==> src/rtl/ucie_ctl_phy_pkg.sv <==
// Shared PHY control types: sideband cfg arbiter state encoding and default flit width.
package ucie_ctl_phy_pkg;

  typedef enum logic {
    IDLE   = 1'b0,
    LOCKED = 1'b1
  } sb_cfg_arb_states_e;

  localparam int SB_CFG_NC = 32;

endpackage

==> src/rtl/ucie_ctl_rr_arbiter.sv <==
// Combinational round-robin picker: grants the first set request at or after rr_ptr.
module ucie_ctl_rr_arbiter #(
  parameter int NUM_REQ = 2
) (
  input  logic [NUM_REQ-1:0]         req,
  input  logic [$clog2(NUM_REQ)-1:0] rr_ptr,
  input  logic                       en,
  output logic [NUM_REQ-1:0]         gnt
);

  localparam int PW = $clog2(NUM_REQ);
  localparam int SW = PW + 1;

  logic [SW-1:0] sum;
  logic [PW-1:0] idx;
  logic          found;

  always_comb begin
    gnt   = '0;
    found = 1'b0;
    sum   = '0;
    idx   = '0;
    for (int i = 0; i < NUM_REQ; i++) begin
      // Wrap rr_ptr + i back into 0..NUM_REQ-1 without a modulo operator.
      sum = {1'b0, rr_ptr} + SW'(i);
      if (sum >= SW'(NUM_REQ)) sum = sum - SW'(NUM_REQ);
      idx = sum[PW-1:0];
      if (en && !found && req[idx]) begin
        gnt[idx] = 1'b1;
        found    = 1'b1;
      end
    end
  end

endmodule

==> src/rtl/ucie_ctl_phy_sb_cfg_arbiter.sv <==
// Shares the RDI pl_cfg channel between sideband sources: round-robin, atomic
// multi-flit messages, one pl_cfg credit consumed per message.
module ucie_ctl_phy_sb_cfg_arbiter
  import ucie_ctl_phy_pkg::*;
#(
  parameter int NC      = SB_CFG_NC,
  parameter int NUM_REQ = 2,
  parameter int MAX_CRD = 4
) (
  input  logic                         i_clk,
  input  logic                         i_rst_n,
  input  logic [NUM_REQ-1:0]           i_req_vld,
  input  logic [NUM_REQ*NC-1:0]        i_req_data,
  input  logic [NUM_REQ-1:0]           i_req_last,
  output logic [NUM_REQ-1:0]           o_req_rdy,
  input  logic                         i_rdi_lp_cfg_crd,
  output logic                         o_rdi_pl_cfg_vld,
  output logic [NC-1:0]                o_rdi_pl_cfg,
  output logic [$clog2(MAX_CRD+1)-1:0] o_crd_cnt,
  output logic                         o_busy,
  output logic                         o_crd_ovf
);

  // Handshake: a flit moves when o_req_rdy[k] & i_req_vld[k]; rdy never depends on
  // anything but state, credits, rr_ptr and the valid vector, so sources may hold
  // valid with stable data/last until they see rdy.

  localparam int PW = $clog2(NUM_REQ);
  localparam int CW = $clog2(MAX_CRD + 1);

  sb_cfg_arb_states_e state_q, state_d;

  logic [PW-1:0]      rr_ptr_q, grant_idx_q, acc_idx, next_ptr;
  logic [NUM_REQ-1:0] arb_gnt, acc_vec;
  logic               arb_en, accept, acc_last, consume;
  logic [NC-1:0]      acc_data;
  logic [CW-1:0]      crd_q;
  logic               ovf_q;

  assign arb_en = (state_q == IDLE) && (crd_q != '0);

  ucie_ctl_rr_arbiter #(
    .NUM_REQ (NUM_REQ)
  ) u_rr_arbiter (
    .req    (i_req_vld),
    .rr_ptr (rr_ptr_q),
    .en     (arb_en),
    .gnt    (arb_gnt)
  );

  always_ff @(posedge i_clk) begin
    if (!i_rst_n) state_q <= IDLE;
    else          state_q <= state_d;
  end

  always_comb begin
    state_d = state_q;
    case (state_q)
      IDLE:    if (accept && !acc_last) state_d = LOCKED;
      LOCKED:  if (accept && acc_last)  state_d = IDLE;
      default: state_d = IDLE;
    endcase
  end

  always_comb begin
    o_req_rdy = '0;
    o_busy    = 1'b0;
    case (state_q)
      IDLE:   o_req_rdy = arb_gnt;
      LOCKED: begin
        o_req_rdy[grant_idx_q] = 1'b1;
        o_busy                 = 1'b1;
      end
      default: o_req_rdy = '0;
    endcase
  end

  // Accepted-flit decode; o_req_rdy is one-hot so at most one term contributes.
  always_comb begin
    acc_vec  = o_req_rdy & i_req_vld;
    accept   = |acc_vec;
    acc_idx  = '0;
    acc_data = '0;
    acc_last = 1'b0;
    for (int k = 0; k < NUM_REQ; k++) begin
      if (acc_vec[k]) begin
        acc_idx  = PW'(k);
        acc_data = i_req_data[k*NC +: NC];
        acc_last = i_req_last[k];
      end
    end
  end

  assign consume  = accept && (state_q == IDLE);
  assign next_ptr = (acc_idx == PW'(NUM_REQ - 1)) ? '0 : acc_idx + PW'(1);

  always_ff @(posedge i_clk) begin
    if (!i_rst_n) begin
      rr_ptr_q         <= '0;
      grant_idx_q      <= '0;
      o_rdi_pl_cfg_vld <= 1'b0;
      o_rdi_pl_cfg     <= '0;
      crd_q            <= CW'(MAX_CRD);
      ovf_q            <= 1'b0;
    end else begin
      if (accept && acc_last)   rr_ptr_q    <= next_ptr;
      if (consume && !acc_last) grant_idx_q <= acc_idx;
      o_rdi_pl_cfg_vld <= accept;
      o_rdi_pl_cfg     <= accept ? acc_data : '0;
      if (consume && !i_rdi_lp_cfg_crd) begin
        crd_q <= crd_q - CW'(1);
      end else if (!consume && i_rdi_lp_cfg_crd) begin
        // A return beyond what the Adapter advertised is a protocol error: saturate and flag.
        if (crd_q == CW'(MAX_CRD)) ovf_q <= 1'b1;
        else                       crd_q <= crd_q + CW'(1);
      end
    end
  end

  assign o_crd_cnt = crd_q;
  assign o_crd_ovf = ovf_q;

endmodule
==> config.mk <==
export PLATFORM = sky130hd
export DESIGN_NAME = ucie_ctl_phy_sb_cfg_arbiter
export DESIGN_NICKNAME = d
export VERILOG_FILES = /design/src/rtl/ucie_ctl_phy_pkg.sv /design/src/rtl/ucie_ctl_rr_arbiter.sv /design/src/rtl/ucie_ctl_phy_sb_cfg_arbiter.sv
export SDC_FILE = /design/constraint.sdc
export NUM_CORES = 1
export LEC_CHECK = 0
export CAP_MARGIN = 15
export CORE_UTILIZATION = 38
export CTS_BUF_LIST = sky130_fd_sc_hd__clkbuf_8
export DETAILED_ROUTE_END_ITERATION = 8
export GPL_TIMING_DRIVEN = 0
export PLACE_DENSITY = 0.9
export RECOVER_POWER = 100
export SLEW_MARGIN = 0
export SYNTH_ARGS = -nofsm -noshare
export SYNTH_HDL_FRONTEND = slang
export SYNTH_SLANG_ARGS = --single-unit
==> constraint.sdc <==
create_clock -name i_clk -period 2.5 [get_ports i_clk]
set_input_delay 0.375 -clock i_clk [delete_from_list [all_inputs] [get_ports i_clk]]
set_output_delay 0.375 -clock i_clk [all_outputs]
set_load 0.01 [all_outputs]
==> results of run 1 <==
worst register-to-register path: cells and delay by family, from the launching register on:
family	cells	cell delay [ns]
AOI/OAI and AO/OA	2	0.34
xor gates and xnor gates	1	0.16
adders and majority gates	2	0.56
buffers and inverters	2	0.14
DFF	1	0.45
and+or+nand+nor	2	0.54
stage by stage:
step | TNS [ns] | area, um^2 | worst slack [ns] | power [W] | hold slack [ns]
2_1_floorplan | 0 | 1780 | 0.304 | 0.00107 | 0.466
3_3_place_gp | -0.273 | 2940 | -0.227 | 0.00137 | 0.469
3_5_place_dp | -0.372 | 2940 | -0.263 | 0.00138 | 0.462
4_1_cts | 0 | 3020 | 0.0341 | 0.00177 | 0.498
5_1_grt | 0 | 2930 | 0.0472 | 0.00179 | 0.532
6_report | 0 | 2930 | 0.186 | 0.00169 | 0.497
layout make-up:
type,instances,area [um^2]
buffer,12,52.6
tap,52,65.1
clock inverter,2,8.76
multi-input combinational,146,795
inverter,8,30.0
clock buffer,5,68.8
fill,410,1490
sequential,40,801
timing repair buffer,110,1110
power groups by stage:
stage	Combinational (W)	Sequential (W)	Clock, W
after floorplan	0.000277	0.000792	0
after global placement	0.000614	0.000758	0
final	0.000558	0.000743	0.000390
after detailed placement	0.000624	0.000760	0
after global routing	0.000615	0.000750	0.000423
after CTS	0.000629	0.000746	0.000398
metal layers:
layer,wire [um],up-vias
li1,-,914
met1,2130,805
met2,2430,67
met3,328,7
met4,61,0
met5,0,-
flip-flops by register name (all words and copies together) (netlist names), named ones only:
| register | cells |
|---|---|
| o_rdi_pl_cfg | 32 |
| o_crd_cnt | 3 |
| grant_idx_q | 1 |
| o_crd_ovf | 1 |
| o_rdi_pl_cfg_vld | 1 |
| rr_ptr_q | 1 |
logic make-up after synthesis:
| family | after synthesis | share of synthesized area [%] |
|---|---|---|
| compound gates | 46 | 21.2 |
| xor+xnor | 1 | 0.493 |
| fa+ha+maj | 3 | 2.54 |
| buf+inv | 20 | 6.48 |
| flops | 40 | 45.1 |
| mux | 1 | 0.564 |
| simple gates | 95 | 23.6 |
layout by cell type, fill, tap and decap left out, drive strengths merged, types with 2 or more instances in the layout:
cell           Yosys  final
a21oi             35     35
nand2b             3      3
dlymetal6s2s       0      2
dlygate4sd3        0     40
nor3               3      3
a31oi              2      2
nor2               8      8
nand3              3      3
o31ai              3      3
clkdlybuf4s50      0     68
or3                2      2
nor2b              2      2
buf               12      6
and3               2      2
nand2             67     67
clkbuf             0     11
inv                8      9
ha                 2      2
or4                2      2
dfxtp             40     40
worst paths after layout:
| path | start | to | slack [ns] |
|---|---|---|---|
| setup / recovery | o_crd_cnt[0]$_SDFFE_PN0P_ | o_crd_cnt[2]$_SDFFE_PN1P_ | 0.19 |
| hold / removal | o_crd_ovf$_SDFFE_PN0P_ | o_crd_ovf$_SDFFE_PN0P_ | 0.50 |
| setup reg to reg | o_crd_cnt[0]$_SDFFE_PN0P_ | o_crd_cnt[2]$_SDFFE_PN1P_ | 0.19 |
| hold reg to reg | o_crd_ovf$_SDFFE_PN0P_ | o_crd_ovf$_SDFFE_PN0P_ | 0.50 |
==> run summary, run 1 <==
Worst-Margin Slew -> 0.625 ns
Power Density -> 577 nW/um^2
Post-Synthesis Cells -> 206
#FFs+latches synth -> 40
Sequential Power Share -> 43.9%
Clock power frac -> 23.1%
Skew final -> 0.00520 ns
# diodes -> 0
Ys flop type -> dfxtp_1
Die Wd -> 70.4 um
Worst hold-check path type -> register to register
Max incr delay on CP -> 0.45 ns
Hold depth -> 2
Die area -> 4950 um^2
Met3 Usage GRT -> 4.91%
Largest area contributor in the synthesized netlist -> dfxtp_1
Crit Path Max Fanout -> 7
Initial Util -> 40.2%
Worst VDD drop -> 311 uV
CP Capture Type -> register
CTS Buffer Depth -> 2
Synth top area share -> 45.1%
P_sw -> 0.000503 W
Final Slew Violations -> 0
CTS buffer count -> 5
Layout cells sized above 1 -> 9.29%
P_int -> 0.00119 W
Post-synth ARST share -> 0%
Core area -> 4410 um^2
Status -> completed
Syn Area/Cell -> 8.62 um^2
WP buf/inv -> 2
Clock sinks -> 40
CP required -> 2.65 ns
Critical Path Source Type -> register
Period utilization -> 92.5%
Synth top cells by count -> nand2_1, dfxtp_1, a21oi_2
Clock root buffer -> clkbuf_8
DRC -> 0
Final HPWL DP -> 3.83 mm
Met2 Use GR -> 34.8%
Routability Congestion -> 0.842
Total global routing track utilization -> 20.0%
Top delay family on crit path -> adder cells
Critical path class -> register to register
First DRT Iteration DRCs -> 70
Register area share after synthesis -> 45.1%
RSZ-0062 raised after global routing -> no
Vert. Die Dim -> 70.4 um
DR pass1 iterations -> 4
Unique masters post-synth -> 33
LEAKAGE -> 1.28 nW
Slew margin rel. -> 58.3%
Critical-path cell list -> nor3_1 > or3_1 > inv_1 > ha_1 > inv_1 > fa_1 > xor2_1 > o31ai_1 > o311ai_0
Ports -> 111
Worst-Skew Late Latency -> 0.28 ns
GRT overflow -> 0
Row cnt -> 24
CP most frequent cell -> inv_1
Ranking of synthesized cells by area -> dfxtp_1, a21oi_2, nand2_1
Synth warn -> 0
Busiest metal layer after global routing -> met2
Comb power frac -> 33.0%
Post-CTS Setup Inserts -> 0
Nets -> 397
Via count -> 1793
Fin util -> 66.3%
Number of cells on the critical path -> 9
Fmax -> 0.432 GHz
Most frequent cell after synthesis -> nand2_1
Largest net degree at the start of global routing -> 12
Global-route wire length before repair -> 7.78 mm
DP Cell Count -> 368
Drt via density -> 4.78
DR WL/cell -> 13.2 um
Mapped Area -> 1780 um^2
Post-DRT Antenna Nets -> 0
Count of input and output buffers -> 110
CTS tree -> yes
Vias in the first global route -> 1671
CP max-delay cell -> dfxtp_1
Reg clk slew, reported paths -> 0.07 ns
Initial antenna violation count -> 0
H-tree depth -> 2
Hold_buf cts -> 0
Worst EP arrival -> 2.46 ns
Period minus WS final -> 2.31 ns
Final Hold Vio Count -> 0
Setup-failing EPs final -> 0
GR Util met1 -> 24.1%
Synthesized net count -> 280
Syn-to-layout area delta -> 64.8%
Final WL -> 4.95 mm
Switching share of power -> 29.8%
CTS resizes -> 0
Worst reg2reg path depth -> 9
Fin cells -> 375
Number of flops mapped to enable cells by yosys -> 0
Max cap viols -> 0
No activity file was read; power rests on OpenSTA's default activity.
==> run 2: changes to the inputs <==
- SLEW_MARGIN: 0 -> 5
==> results of run 2 <==
The final DEF is identical to that of run 1; final timing and power are the same.
==> run 3: changes to the inputs <==
- CORE_UTILIZATION: 38 -> 36
- PLACE_DENSITY: 0.9 -> 0.88
- SYNTH_HIERARCHICAL: default -> 1
==> run 3 against run 2 <==
Effect of this change: the run now ends with negative setup slack left; worst hold slack improved by 0.0044 ns; sequential power shrank 5.2%; first-iteration DRC count decreased by 47%; count of clock-buffer cells in the layout is the same; via count grew 1.7%; critical path depth grew 4; critical path type unchanged; critical endpoint unchanged; largest power group unchanged.
==> run summary, run 3 <==
Crit path capture -> o_crd_cnt[2]$_SDFFE_PN1P_
Synth top area share -> 48.6%
Period minus WS final -> 2.53 ns
Ports -> 111
H-tree depth -> 2
Largest area contributor in the synthesized netlist -> dfxtp_1
CTS tree -> yes
Worst reg2reg path depth -> 13
Die area -> 4860 um^2
DR WL/cell -> 13.4 um
Mapped Area -> 1650 um^2
Vias in the first global route -> 1782
Row cnt -> 24
Max incr delay on CP -> 0.38 ns
Most frequent cell after synthesis -> nand2_1
Top delay family on crit path -> compound AO/OA/AOI/OAI gates
Final Slew Violations -> 0
Total global routing track utilization -> 20.4%
Post-DRT Antenna Nets -> 0
# fillers -> 351
Worst hold-check path type -> register to register
Core area -> 4380 um^2
R2R Setup Slk -> -0.03 ns
WP buf/inv -> 1
Skew final -> 0.00484 ns
Most frequent cells in the layout -> nand2_1, clkdlybuf4s50_1, dlygate4sd3_1
CP required -> 2.64 ns
Final Hold Vio Count -> 0
Fin util -> 69.0%
DR pass1 iterations -> 6
Status -> finished with violations
Critical Path Source Type -> register
Via count -> 1824
LEAKAGE -> 1.34 nW
Routability Congestion -> 0.858
CTS Buffer Depth -> 2
CP Capture Type -> register
Commonest non-fill, non-tap cell in the layout -> nand2_1
Ys flop type -> dfxtp_1
Max reg flops -> 32
Biggest register -> o_rdi_pl_cfg
Setup ws final -> -0.0256 ns
Syn-to-layout area delta -> 83.5%
Global-route wire length before repair -> 7.92 mm
Mux contribution to synthesized area -> 1.52%
Critical-path cell list -> nor3_2 > nor2_4 > nand2_1 > a21oi_2 > nand2_1 > a21oi_2 > ha_2 > inv_2 > fa_2 > o21bai_4 > o21a_1 > o21ai_1 > o311ai_1
Largest net degree at the start of global routing -> 13
Unique masters post-synth -> 31
Final HPWL DP -> 3.70 mm
Power Density -> 520 nW/um^2
Synth top cells by count -> nand2_1, dfxtp_1, a21oi_1
CTS buffer count -> 5
Setup-failing EPs final -> 1
DRC -> 0
RR Endpoint -> o_crd_cnt[2]$_SDFFE_PN1P_
Syn Area/Cell -> 8.20 um^2
Drt via density -> 4.79
Number of flops mapped to enable cells by yosys -> 0
Critical path class -> register to register
Fin cells -> 381
Comb power frac -> 29.5%
Post-synthesis compound-gate area fraction -> 17.8%
Die Wd -> 69.7 um
Adder-Cell Fraction of Synth Area -> 2.73%
Worst-Margin Slew -> 0.420 ns
Register area share after synthesis -> 48.6%
Crit Path Max Fanout -> 3
Worst VDD drop -> 405 uV
Synthesized net count -> 275
Clock sinks -> 40
Xor-xnor portion of the synthesized cell area -> 0.531%
Worst EP arrival -> 2.67 ns
Number of cells on the critical path -> 13
Initial Util -> 37.6%
Post-Synthesis Cells -> 201
First DRT Iteration DRCs -> 37
GRT overflow -> 0
Hold Slack -> 0.501 ns
P_int -> 0.00114 W
Largest family of logic cells by synthesized area -> simple AND/OR/NAND/NOR gates
P_sw -> 0.000433 W
Critical path launch point -> o_crd_cnt[0]$_SDFFE_PN0P_
Slew margin rel. -> 71.8%
Worst-Skew Late Latency -> 0.28 ns
# diodes -> 0
Failing checks -> negative setup slack
DP Cell Count -> 363
Vert. Die Dim -> 69.7 um
Final WL -> 5.09 mm
Ranking of synthesized cells by area -> dfxtp_1, nand2_1, a21oi_1
Fmax -> 0.396 GHz
Sequential Power Share -> 44.7%
Count of input and output buffers -> 110
Switching share of power -> 27.5%
Synth warn -> 6
Post-Synth Simple-Gate Area -> 20.5%
Layout cells sized above 1 -> 13.7%
Period utilization -> 101%
Reg clk slew, reported paths -> 0.08 ns
Nets -> 403
RSZ-0062 raised after global routing -> yes
#FFs+latches synth -> 40
Max cap viols -> 0
Worst reg2reg path startpoint -> o_crd_cnt[0]$_SDFFE_PN0P_
CP max-delay cell -> dfxtp_4
Final TNS setup -> -0.0256 ns
Clock root buffer -> clkbuf_8
Initial antenna violation count -> 0
Post-synth ARST share -> 0%
Clock power frac -> 25.8%
## run 3: changes by cell type after synthesis, sizes merged, moves of 2 or more
cell	previous run	this run
or3	2	0
o31ai	3	0
a21oi	35	37
nand2	67	74
nand3	3	0
nor2	8	2
nand2b	3	1
or4	2	0
a21boi	0	2
o21ai	0	3
## run 3: final cells by class
class	count	area [um^2]	share of cell area, %
Timing Repair Buffer	121	1180	39.0
Tap cell	52	65.1	2.15
Inverter	9	33.8	1.12
Multi-Input combinational cell	141	747	24.7
Buffer	11	105	3.47
Clock inverter	2	12.5	0.413
Clock buffer	5	68.8	2.27
Sequential cell	40	813	26.9
## run 3: kinds of logic after synthesis
kind of cell / after synthesis
AND/OR/NAND/NOR: 84
AO/OA/AOI/OAI: 51
flip-flops: 40
buffers and inverters: 20
adder cells (fa/ha/maj): 3
multiplexers: 2
XOR/XNOR: 1
## run 3: stage by stage
step / setup slack (ns) / area (um^2) / total power, W
3_5_place_dp: -0.664 / 2820 / 0.00116
5_1_grt: -0.136 / 3030 / 0.00166
2_1_floorplan: 0.0355 / 1660 / 0.000908
6_report: -0.0256 / 3030 / 0.00157
4_1_cts: 0.00101 / 2930 / 0.00157
3_3_place_gp: -0.470 / 2820 / 0.00115
## run 3: worst register-to-register path: cells and delay by family, from the launching register on
kind / cells / cell delay (ns)
AND/OR/NAND/NOR: 4 / 0.36
AO/OA/AOI/OAI: 6 / 1.01
buffers and inverters: 1 / 0.05
adder cells (fa/ha/maj): 2 / 0.58
flip-flops: 1 / 0.38
## run 3: routing by layer
metal | GRT usage, % | vias up | routed length [um]
li1 | - | 915 | -
met1 | 22.0 | 806 | 1990
met3 | 3.92 | 14 | 295
met2 | 38.0 | 89 | 2640
met4 | 9.78 | 0 | 155
met5 | 0 | - | 0
## run 3: worst min path at each step
| stage | startpoint | end | slack, ns | cells past startpoint |
|---|---|---|---|---|
| floorplan | i_rst_n | o_crd_cnt[2]$_SDFFE_PN1P_ | 0.47 | 1 |
| global placement | o_crd_ovf$_SDFFE_PN0P_ | o_crd_ovf$_SDFFE_PN0P_ | 0.48 | 2 |
| detailed placement | o_crd_ovf$_SDFFE_PN0P_ | o_crd_ovf$_SDFFE_PN0P_ | 0.49 | 2 |
| CTS | o_crd_ovf$_SDFFE_PN0P_ | o_crd_ovf$_SDFFE_PN0P_ | 0.51 | 2 |
| global route | o_crd_ovf$_SDFFE_PN0P_ | o_crd_ovf$_SDFFE_PN0P_ | 0.56 | 2 |
| finish | o_crd_ovf$_SDFFE_PN0P_ | o_crd_ovf$_SDFFE_PN0P_ | 0.50 | 2 |
## run 3: timing repair
item                                    4_1_cts  5_1_grt
hold buffers                                  0        0
endpoints found under the setup margin        1        2
pin swaps                                     2        5
resized for setup                             8        9
buffers inserted                              2        9
## run 3: power groups by stage
stage	clock network, W	logic (W)	registers, W
floorplan	0	0.000166	0.000742
global placement	0	0.000428	0.000718
detailed placement	0	0.000439	0.000721
CTS	0.000419	0.000449	0.000706
global route	0.000445	0.000507	0.000708
finish	0.000407	0.000464	0.000704
